<file path="src/rtl/collision_scan_scheduler_pkg.sv">
// Shared definitions for the collision scan scheduler.
//   - default position width and segment count
//   - scan FSM state encoding
//   - "no sword hit" index marker
package collision_scan_scheduler_pkg;

  localparam int DEFAULT_POS_WIDTH    = 8;
  localparam int DEFAULT_NUM_SEGMENTS = 7;
  localparam int IDX_WIDTH            = 3;

  localparam logic [IDX_WIDTH-1:0] NO_HIT_INDEX = 3'b111;

  typedef enum logic [1:0] {
    IDLE        = 2'd0,
    SCAN_PLAYER = 2'd1,
    SCAN_SWORD  = 2'd2
  } scan_state_t;

endpackage

</file>
<file path="src/rtl/collision_scan_scheduler_comparator.sv">
// position_comparator: combinational equality of two packed positions.
// One instance is shared by the player and sword scan phases.
//   a, b   : packed {row, col} positions
//   equal  : 1 when a == b
module position_comparator
  import collision_scan_scheduler_pkg::*;
#(
  parameter int POS_WIDTH = DEFAULT_POS_WIDTH
) (
  input  logic [POS_WIDTH-1:0] a,
  input  logic [POS_WIDTH-1:0] b,
  output logic                 equal
);

  assign equal = (a == b);

endmodule

</file>
<file path="src/rtl/collision_scan_scheduler.sv">
// collision_scan_scheduler: per-frame sequencer that walks the dragon
// segments one per clock, first against the player and then (if the sword
// is drawn) against the sword, through a single shared comparator.
//
// Ports:
//   clk, reset               : clock, asynchronous active-high reset
//   frame_start              : one-cycle scan request
//   player_pos, sword_pos    : packed {row, col} positions
//   sword_active             : sword drawn this frame
//   dragon_segment_positions : segment k at [k*POS_WIDTH +: POS_WIDTH]
//   active_dragon_segments   : bit k = segment k alive
//   busy                     : scan in progress
//   done                     : one-cycle pulse, results just updated
//   player_hit, sword_hit    : registered hit results
//   sword_hit_index          : lowest sword-hit segment, NO_HIT_INDEX if none
//   overrun                  : one-cycle pulse, frame_start seen while busy
//
// Handshake: frame_start is a fire-and-forget request with no ready. It is
// accepted only in IDLE (including the cycle done is high); when busy it is
// dropped and reported by overrun one cycle later.
module collision_scan_scheduler
  import collision_scan_scheduler_pkg::*;
#(
  parameter int NUM_SEGMENTS = DEFAULT_NUM_SEGMENTS,
  parameter int POS_WIDTH    = DEFAULT_POS_WIDTH
) (
  input  logic                           clk,
  input  logic                           reset,
  input  logic                           frame_start,
  input  logic [POS_WIDTH-1:0]           player_pos,
  input  logic [POS_WIDTH-1:0]           sword_pos,
  input  logic                           sword_active,
  input  logic [NUM_SEGMENTS*POS_WIDTH-1:0] dragon_segment_positions,
  input  logic [NUM_SEGMENTS-1:0]        active_dragon_segments,
  output logic                           busy,
  output logic                           done,
  output logic                           player_hit,
  output logic                           sword_hit,
  output logic [IDX_WIDTH-1:0]           sword_hit_index,
  output logic                           overrun
);

  localparam logic [IDX_WIDTH-1:0] LAST_IDX = IDX_WIDTH'(NUM_SEGMENTS - 1);

  scan_state_t state, state_next;
  logic [IDX_WIDTH-1:0] idx;

  // Frame snapshots; the scan never looks at the live inputs.
  logic [POS_WIDTH-1:0]              snap_player;
  logic [POS_WIDTH-1:0]              snap_sword;
  logic                              snap_sword_active;
  logic [NUM_SEGMENTS*POS_WIDTH-1:0] snap_segs;
  logic [NUM_SEGMENTS-1:0]           snap_active;

  logic                 p_acc;
  logic                 s_acc;
  logic [IDX_WIDTH-1:0] s_idx;

  logic [POS_WIDTH-1:0] operand_a;
  logic [POS_WIDTH-1:0] operand_b;
  logic                 equal;
  logic                 hit;
  logic                 last;
  logic                 finish;

  position_comparator #(.POS_WIDTH(POS_WIDTH)) u_cmp (
    .a     (operand_a),
    .b     (operand_b),
    .equal (equal)
  );

  assign operand_a = (state == SCAN_SWORD) ? snap_sword : snap_player;
  assign operand_b = snap_segs[idx*POS_WIDTH +: POS_WIDTH];
  // A dead segment never collides, even when its stored position matches.
  assign hit       = equal & snap_active[idx];
  assign last      = (idx == LAST_IDX);
  assign busy      = (state != IDLE);

  always_comb begin
    state_next = state;
    finish     = 1'b0;
    case (state)
      IDLE: begin
        if (frame_start) state_next = SCAN_PLAYER;
      end
      SCAN_PLAYER: begin
        if (last) begin
          if (snap_sword_active) begin
            state_next = SCAN_SWORD;
          end else begin
            state_next = IDLE;
            finish     = 1'b1;
          end
        end
      end
      SCAN_SWORD: begin
        if (last) begin
          state_next = IDLE;
          finish     = 1'b1;
        end
      end
      default: state_next = IDLE;
    endcase
  end

  always_ff @(posedge clk or posedge reset) begin
    if (reset) state <= IDLE;
    else       state <= state_next;
  end

  always_ff @(posedge clk or posedge reset) begin
    if (reset) begin
      idx               <= '0;
      snap_player       <= '0;
      snap_sword        <= '0;
      snap_sword_active <= 1'b0;
      snap_segs         <= '0;
      snap_active       <= '0;
      p_acc             <= 1'b0;
      s_acc             <= 1'b0;
      s_idx             <= NO_HIT_INDEX;
      done              <= 1'b0;
      overrun           <= 1'b0;
      player_hit        <= 1'b0;
      sword_hit         <= 1'b0;
      sword_hit_index   <= NO_HIT_INDEX;
    end else begin
      done    <= finish;
      overrun <= frame_start && (state != IDLE);
      case (state)
        IDLE: begin
          if (frame_start) begin
            snap_player       <= player_pos;
            snap_sword        <= sword_pos;
            snap_sword_active <= sword_active;
            snap_segs         <= dragon_segment_positions;
            snap_active       <= active_dragon_segments;
            p_acc             <= 1'b0;
            s_acc             <= 1'b0;
            s_idx             <= NO_HIT_INDEX;
            idx               <= '0;
          end
        end
        SCAN_PLAYER: begin
          p_acc <= p_acc | hit;
          idx   <= last ? '0 : idx + 1'b1;
          if (finish) begin
            player_hit      <= p_acc | hit;
            sword_hit       <= 1'b0;
            sword_hit_index <= NO_HIT_INDEX;
          end
        end
        SCAN_SWORD: begin
          s_acc <= s_acc | hit;
          // s_acc doubles as "index already captured": keep the lowest hit.
          if (hit && !s_acc) s_idx <= idx;
          idx <= last ? '0 : idx + 1'b1;
          if (finish) begin
            player_hit      <= p_acc;
            sword_hit       <= s_acc | hit;
            sword_hit_index <= (hit && !s_acc) ? idx : s_idx;
          end
        end
        default: ;
      endcase
    end
  end

endmodule
</file>
<file path="config.mk">
export PLATFORM = sky130hd
export DESIGN_NAME = collision_scan_scheduler
export DESIGN_NICKNAME = d
export VERILOG_FILES = /design/src/rtl/collision_scan_scheduler_pkg.sv /design/src/rtl/collision_scan_scheduler_comparator.sv /design/src/rtl/collision_scan_scheduler.sv
export SDC_FILE = /design/constraint.sdc
export NUM_CORES = 1
export LEC_CHECK = 0
export BUFFER_PORTS_ARGS = -buffer_cell sky130_fd_sc_hd__buf_2
export CAP_MARGIN = 20
export CORE_MARGIN = 1
export CORE_UTILIZATION = 35
export CTS_CLUSTER_SIZE = 8
export DETAILED_ROUTE_END_ITERATION = 8
export GPL_ROUTABILITY_DRIVEN = 0
export PLACE_DENSITY_LB_ADDON = 0.2
export SETUP_SLACK_MARGIN = 0.3
export SYNTH_ARGS = -nofsm -noshare
export SYNTH_HDL_FRONTEND = slang
export SYNTH_SLANG_ARGS = --single-unit
</file>
<file path="constraint.sdc">
create_clock -name clk -period 4.8 [get_ports clk]
set_input_delay 0.72 -clock clk [delete_from_list [all_inputs] [get_ports clk]]
set_output_delay 0.72 -clock clk [all_outputs]
set_load 0.005 [all_outputs]
</file>
# [Word level (Yosys, flattened, before mapping)]
# Index checks and enable logic that the tools add are counted.
[op_classes] addsub=1 n_mul=0 n_div=0 n_lt_le_gt_ge=1 n_eq_ne=9 shift=1 mux=30 bitwise=3 reduce_logical=16
[ops] operator="indexed part select 56 x 7 -> 8 bit" count=1
[ops] operator="two-way mux 3 bit" count=6
[ops] operator="one-hot mux 3 bit (2 select lines)" count=3
[ops] operator="inequality test 2 bit (second input constant)" count=5
[ops] operator="one-hot mux 1 bit (2 select lines)" count=5
[ops] operator="nonzero test 2 bit" count=5
[ops] operator="two-way mux 1 bit" count=9
[ops] operator="equality test 8 bit" count=1
[ops] operator="two-way mux 2 bit" count=4
[ops] operator="two-way mux 8 bit" count=1
[ops] operator="AND reduction 2 bit" count=4
[ops] operator="one-hot mux 2 bit (3 select lines)" count=1
[ops] operator="AND reduction 3 bit" count=2
[ops] operator="less-than comparator 3 x 4 -> 1 bit (second input constant)" count=1
[ops] operator="adder 3 x 1 -> 3 bit (second input constant)" count=1
[ops] operator="binary-select mux 1 bit (select 3 bit)" count=1
[ops] operator="equality test 3 bit (second input constant)" count=1
[ops] operator="equality test 2 x 1 -> 1 bit (second input constant)" count=1
[ops] operator="equality test 2 bit (second input constant)" count=1
[ops] operator="logical AND 1 bit" count=2
[ops] operator="zero test 2 bit" count=1
[ops] operator="bitwise OR 1 bit" count=2
[ops] operator="OR reduction 2 bit" count=1
[ops] operator="AND 1 bit" count=1
[ops] operator="zero test 1 bit" count=1
[totals] reg_bits=97 latchBits=0 ramBits=0 mem_bits_ro=0 output_inout_bits=8 elab_cells=76 memories=0

# [Depth between registers and ports, before layout]
[logic_depth] ltp_word=8 depth_mapped=11

# [Hierarchy]
# A second synthesis with hierarchy kept.
[hier_totals] hier_cells=348 hier_area_um2=4523.1
[by_module_without_submodules] mod="collision_scan_scheduler" instances=1 cells_per_inst=337 area_per_inst_um2=4436.8 seq_area_each_um2=2434.8
[by_module_without_submodules] mod="position_comparator" instances=1 cells_per_inst=11 area_per_inst_um2=86.3 seq_area_each_um2=0.0

# [Least setup slack after synthesis]
# No wires, ideal clock.
[synth_timing] path_kind="register to register" startpoint="register state[0]" endpoint="register s_idx[0]" setup_time_ns=0.088 t_arrival_ns=2.300 required_time_ns=4.712 slack_ns=2.411 stages_incl_launch_ff=11 n_path_buf=2 period_less_slack_ns=2.389 path_cell_list="dfrtp_1 > inv_1 > ha_1 > buf_2 > buf_1 > mux2i_1 > xnor2_1 > nand4_1 > nor3_4 > mux2i_1 > a221oi_2"
[synth_between] elab_chain_len=7 elab_cells_between_ends=11
[synth_lines] element="from (decl)" line="collision_scan_scheduler.sv:45" rtl="scan_state_t state, state_next;"
[synth_lines] element="from (signal assigned)" line="collision_scan_scheduler.sv:108" rtl="else state <= state_next;"
[synth_lines] element="equality test 2 bit" line="collision_scan_scheduler.sv:72, collision_scan_scheduler.sv:130"
[synth_lines] element="two-way mux 8 bit" line="collision_scan_scheduler.sv:72" rtl="assign operand_a = (state == SCAN_SWORD) ? snap_sword : snap_player;"
[synth_lines] element="equality test 8 bit" line="collision_scan_scheduler_comparator.sv:15" rtl="assign equal = (a == b);"
[synth_lines] element="AND 1 bit" line="collision_scan_scheduler.sv:75" rtl="assign hit = equal & snap_active[idx];"
[synth_lines] element="logical AND 1 bit" line="collision_scan_scheduler.sv:156" rtl="if (hit && !s_acc) s_idx <= idx;"
[synth_lines] element="two-way mux 3 bit"
[synth_lines] element="one-hot mux 3 bit (2 select lines)" line="collision_scan_scheduler.sv:130" rtl="case (state)"
[synth_lines] element="to (signal assigned)" line="collision_scan_scheduler.sv:156"
[synth_lines] element="to (decl)" line="collision_scan_scheduler.sv:57" rtl="logic [IDX_WIDTH-1:0] s_idx;"
# Parallel ways exist; a longest one is shown, timed or not.
# A chain may end at the register's enable or synchronous reset.

# [Worst setup path after layout]
[layout_timing] startpoint="register idx[1]" endpoint="register s_idx[0]"
[layout_between] elab_chain_len=6 elab_cells_between_ends=8
[layout_lines] element="from (decl)" line="collision_scan_scheduler.sv:46" rtl="logic [IDX_WIDTH-1:0] idx;"
[layout_lines] element="from (signal assigned)" line="collision_scan_scheduler.sv:146" rtl="idx <= last ? '0 : idx + 1'b1;"
[layout_lines] element="from (signal assigned)" line="collision_scan_scheduler.sv:157" rtl="idx <= last ? '0 : idx + 1'b1;"
[layout_lines] element="indexed part select 56 x 7 -> 8 bit or binary-select mux 1 bit (select 3 bit) (tied branches)" line="collision_scan_scheduler.sv:73, collision_scan_scheduler.sv:75"
[layout_lines] element="equality test 8 bit or two-way mux 1 bit (tied branches)" line="collision_scan_scheduler_comparator.sv:15, collision_scan_scheduler.sv:75"
[layout_lines] element="AND 1 bit *" line="collision_scan_scheduler.sv:75"
[layout_lines] element="logical AND 1 bit *" line="collision_scan_scheduler.sv:156"
[layout_lines] element="two-way mux 3 bit *"
[layout_lines] element="one-hot mux 3 bit (2 select lines) *"
# Every way passes the cells marked *; elsewhere a longest branch is shown, timed or not. The select of a mux whose other input is x is not followed.

==> key figures <==
Synthesis
  • Xor and xnor area share after synthesis: 1.144%
  • Mapped Area: 4592 µm²
  • Area fraction in compound gates after synthesis: 6.458%
  • Share of the synthesized area in the top cell type: 49.59%
  • Synth area leader: dfrtp_1
  • Synth top area cells: dfrtp_1, mux2_2, mux2i_1
  • Syn Area/Cell: 13.31 µm²
  • Synth warnings: 0
  • Post-synth EDFFs: 0
  • Synth Area in Simple Gates: 5.940%
  • Register area share after synthesis: 53.02%
  • Mux cell area share after synthesis: 29.73%
  • Synth Register Bits: 97
  • Post-synth top flop: dfrtp_1
  • Yosys cell types: 46
  • Largest family of logic cells by synthesized area: multiplexers
  • Gate Count Post-Synth: 345
  • Post-Synth Adder-Cell Area: 0.8174%
  • FFs w/ async S/R, synth: 100.0%
  • Synth Net Count: 431

Layout
  • Layout Area Growth over Synthesis: 18.45%
  • Final instance area: 5439 µm²
  • Non-filler cells, final: 601
  • # diodes: 0
  • Final net count: 512
  • Layout cells sized above 1: 48.02%
  • Area of the multi-input gates: 2027 µm²
  • Post-layout util: 42.75%
  • Seq. cell area: 2436 µm²
  • Fillers: 1259

Worst setup path
  • CP max FO: 40
  • CP required: 5.05 ns
  • Critical path class: register to register
  • CP endpoint kind: register
  • Worst Path Arrival: 3.28 ns
  • Crit path launch type: register

Clock tree
  • TritonCTS buffer count: 9
  • Clock Sinks: 97
  • Clock slew at reported path FFs: 0.06 ns
  • Post-cts sizing count: 0
  • Insertion delay to the later sink of the worst-skew pair: 0.34 ns
  • Clk buf depth: 2
  • TritonCTS clock tree: done
  • Post-CTS Setup Bufs: 0
  • H-tree depth: 3
  • Cts-stage hold buffer count: 0
  • Root buf cell: clkbuf_16

Global routing
  • Met2 Track Usage GR: 25.29%
  • Top Usage Layer GRT: met2
  • Initial antenna violation count: 0
  • GRT Overall Usage: 16.22%
  • First-pass GRT wire length: 16280 µm
  • Vias in the first global route: 3091
  • Grt met3 use: 3.944%
  • Global Route met1 Usage: 21.46%
  • GRT overflow: 0
  • Largest net degree at the start of global routing: 83

STA
  • Worst slew pin tran: 1.070 ns
  • Final Slew Violations: 0
  • Fmax: 0.3296 GHz
  • Tcrit/Tclk final: 63.21%
  • Tmin final: 3.034 ns
  • Final Hold Viols: 0
  • Setup TNS: 0 ns
  • RSZ-0062 raised after global routing: no
  • Clk_skew: 0.005947 ns
  • Final setup vio count: 0
  • Setup WS post-layout: 1.766 ns
  • Rel. slew slack: 28.64%

Pwr
  • Worst vdd ir: 0.0002343 V
  • Power per cell area: 638.0 nW/µm²
  • P_leak: 2.358 nW

Drt
  • Vias per std cell: 4.913
  • Final antenna-violating net count: 0
  • Post-Route WL: 9959 µm
  • DRC viols: 0
  • Routed len/inst: 16.57 µm
  • Via Count: 2953
  • Initial DRC count: 71
  • First-pass detailed-route iteration total: 4

Placed design
  • # port buffers: 90
  • Dpl cell area: 5165 µm²
  • DP Wirelength: 7194 µm
  • Placed insts: 587
  • Pre-CTS setup slack: 1.730 ns

Floorplanning
  • Core area: 12720 µm²
  • Starting density of the core: 36.09%
  • Die span in x: 116.5 µm
  • Die Height: 116.5 µm
  • Row cnt: 41
  • Top Ports: 91
  • Die area: 13580 µm²

Worst hold path
  • Hold crit path type: register to register

Job
  • Max Cap Viol: 0

Outcome
  • Status: finished clean
==> where the power goes <==
part	internal [mW]	switching (mW)	leakage, nW	total (mW)
combinational	0.738	0.575	1.08	1.31
clock	0.388	0.283	0.135	0.671
sequential	1.20	0.283	1.14	1.49
total	2.33	1.14	2.36	3.47
==> cells by family (layout without fill, tap and decap cells) <==
logic type,Yosys count,after routing
xor+xnor,6,6
flops,97,97
compound gates,41,41
mux,121,121
simple gates,49,49
fa+ha+maj,3,3
buf+inv,28,112
==> cells in the final DEF, fill, tap and decap left out, types with 6 or more instances in the layout <==
cell / instances
dfrtp_1: 90
buf_2: 90
mux2_2: 83
mux2i_1: 34
nor2b_1: 11
a21oi_1: 10
nand2_1: 10
nor2_1: 9
clkbuf_16: 9
o21ai_0: 7
inv_1: 6
dfstp_2: 6
==> worst max-delay path, cell delays in order (launching register included) <==
cell and delay (ns):
dfrtp_2 0.98, mux2i_1 0.19, mux4_2 0.51, xor2_1 0.18
nor3b_2 0.20, nand4_2 0.18, nor3_4 0.29, mux2i_1 0.14
a221oi_2 0.24
==> state kept, by name (all words and copies together), names as in the netlist, 2 cells and up <==
signal and count:
snap_segs 56, snap_player 8, s_idx 3, snap_active 7, state 2, snap_sword 8, idx 3, sword_hit_index 3
==> stage by stage <==
stage               power [mW]  hold slack (ns)
global placement         2.806           0.4476
detailed placement       2.843           0.4458
global route             3.727           0.4964
finish                   3.470           0.4556
CTS                      3.528           0.4547
floorplan                2.503           0.4438
==> worst paths after layout <==
| path | end | cells past startpoint | slack [ns] | from |
|---|---|---|---|---|
| worst max-delay path | s_idx[0] | 8 | 1.77 | idx[1] |
| worst min-delay path | sword_hit_index[2] | 2 | 0.46 | sword_hit_index[2] |
| worst max register to register | s_idx[0] | 8 | 1.77 | idx[1] |
| worst min register to register | sword_hit_index[2] | 2 | 0.46 | sword_hit_index[2] |
| max in group asynchronous | s_idx[2] | 3 | 3.28 | reset |
| min in group asynchronous | snap_active[3] | 2 | 0.49 | reset |
==> final cells by class <==
cell class | instances | area share, %
Clock buffer | 14 | 5.038
Tap cell | 172 | 3.957
Multi-Input combinational cell | 220 | 37.27
Timing Repair Buffer | 91 | 8.420
Sequential cell | 97 | 44.79
Inverter | 7 | 0.5291
==> routing by layer <==
metal	share of wire, %	vias up	wire [µm]
li1	-	1413	-
met1	47	1460	4643
met5	0	-	0
met2	47	68	4649
met4	1.7	0	173
met3	5.0	12	493
==> cells in the mapped netlist (2+ instances only) <==
library cell and instances:
a21oi_1 10, a22oi_1 4, a2bb2oi_1 2, buf_1 2, buf_2 4, buf_6 3, clkbuf_1 12, dfrtp_1 91
dfstp_2 6, ha_1 3, inv_1 7, mux2_2 83, mux2i_1 34, mux4_2 4, nand2_1 10, nand2b_1 3
nand3_1 3, nor2_1 9, nor2b_1 11, nor3_1 5, o21ai_0 7, o221ai_1 2, o2bb2ai_1 2, or2_2 2
xnor2_1 3, xor2_1 3
Note: power is estimated with default switching activity, not from simulation.
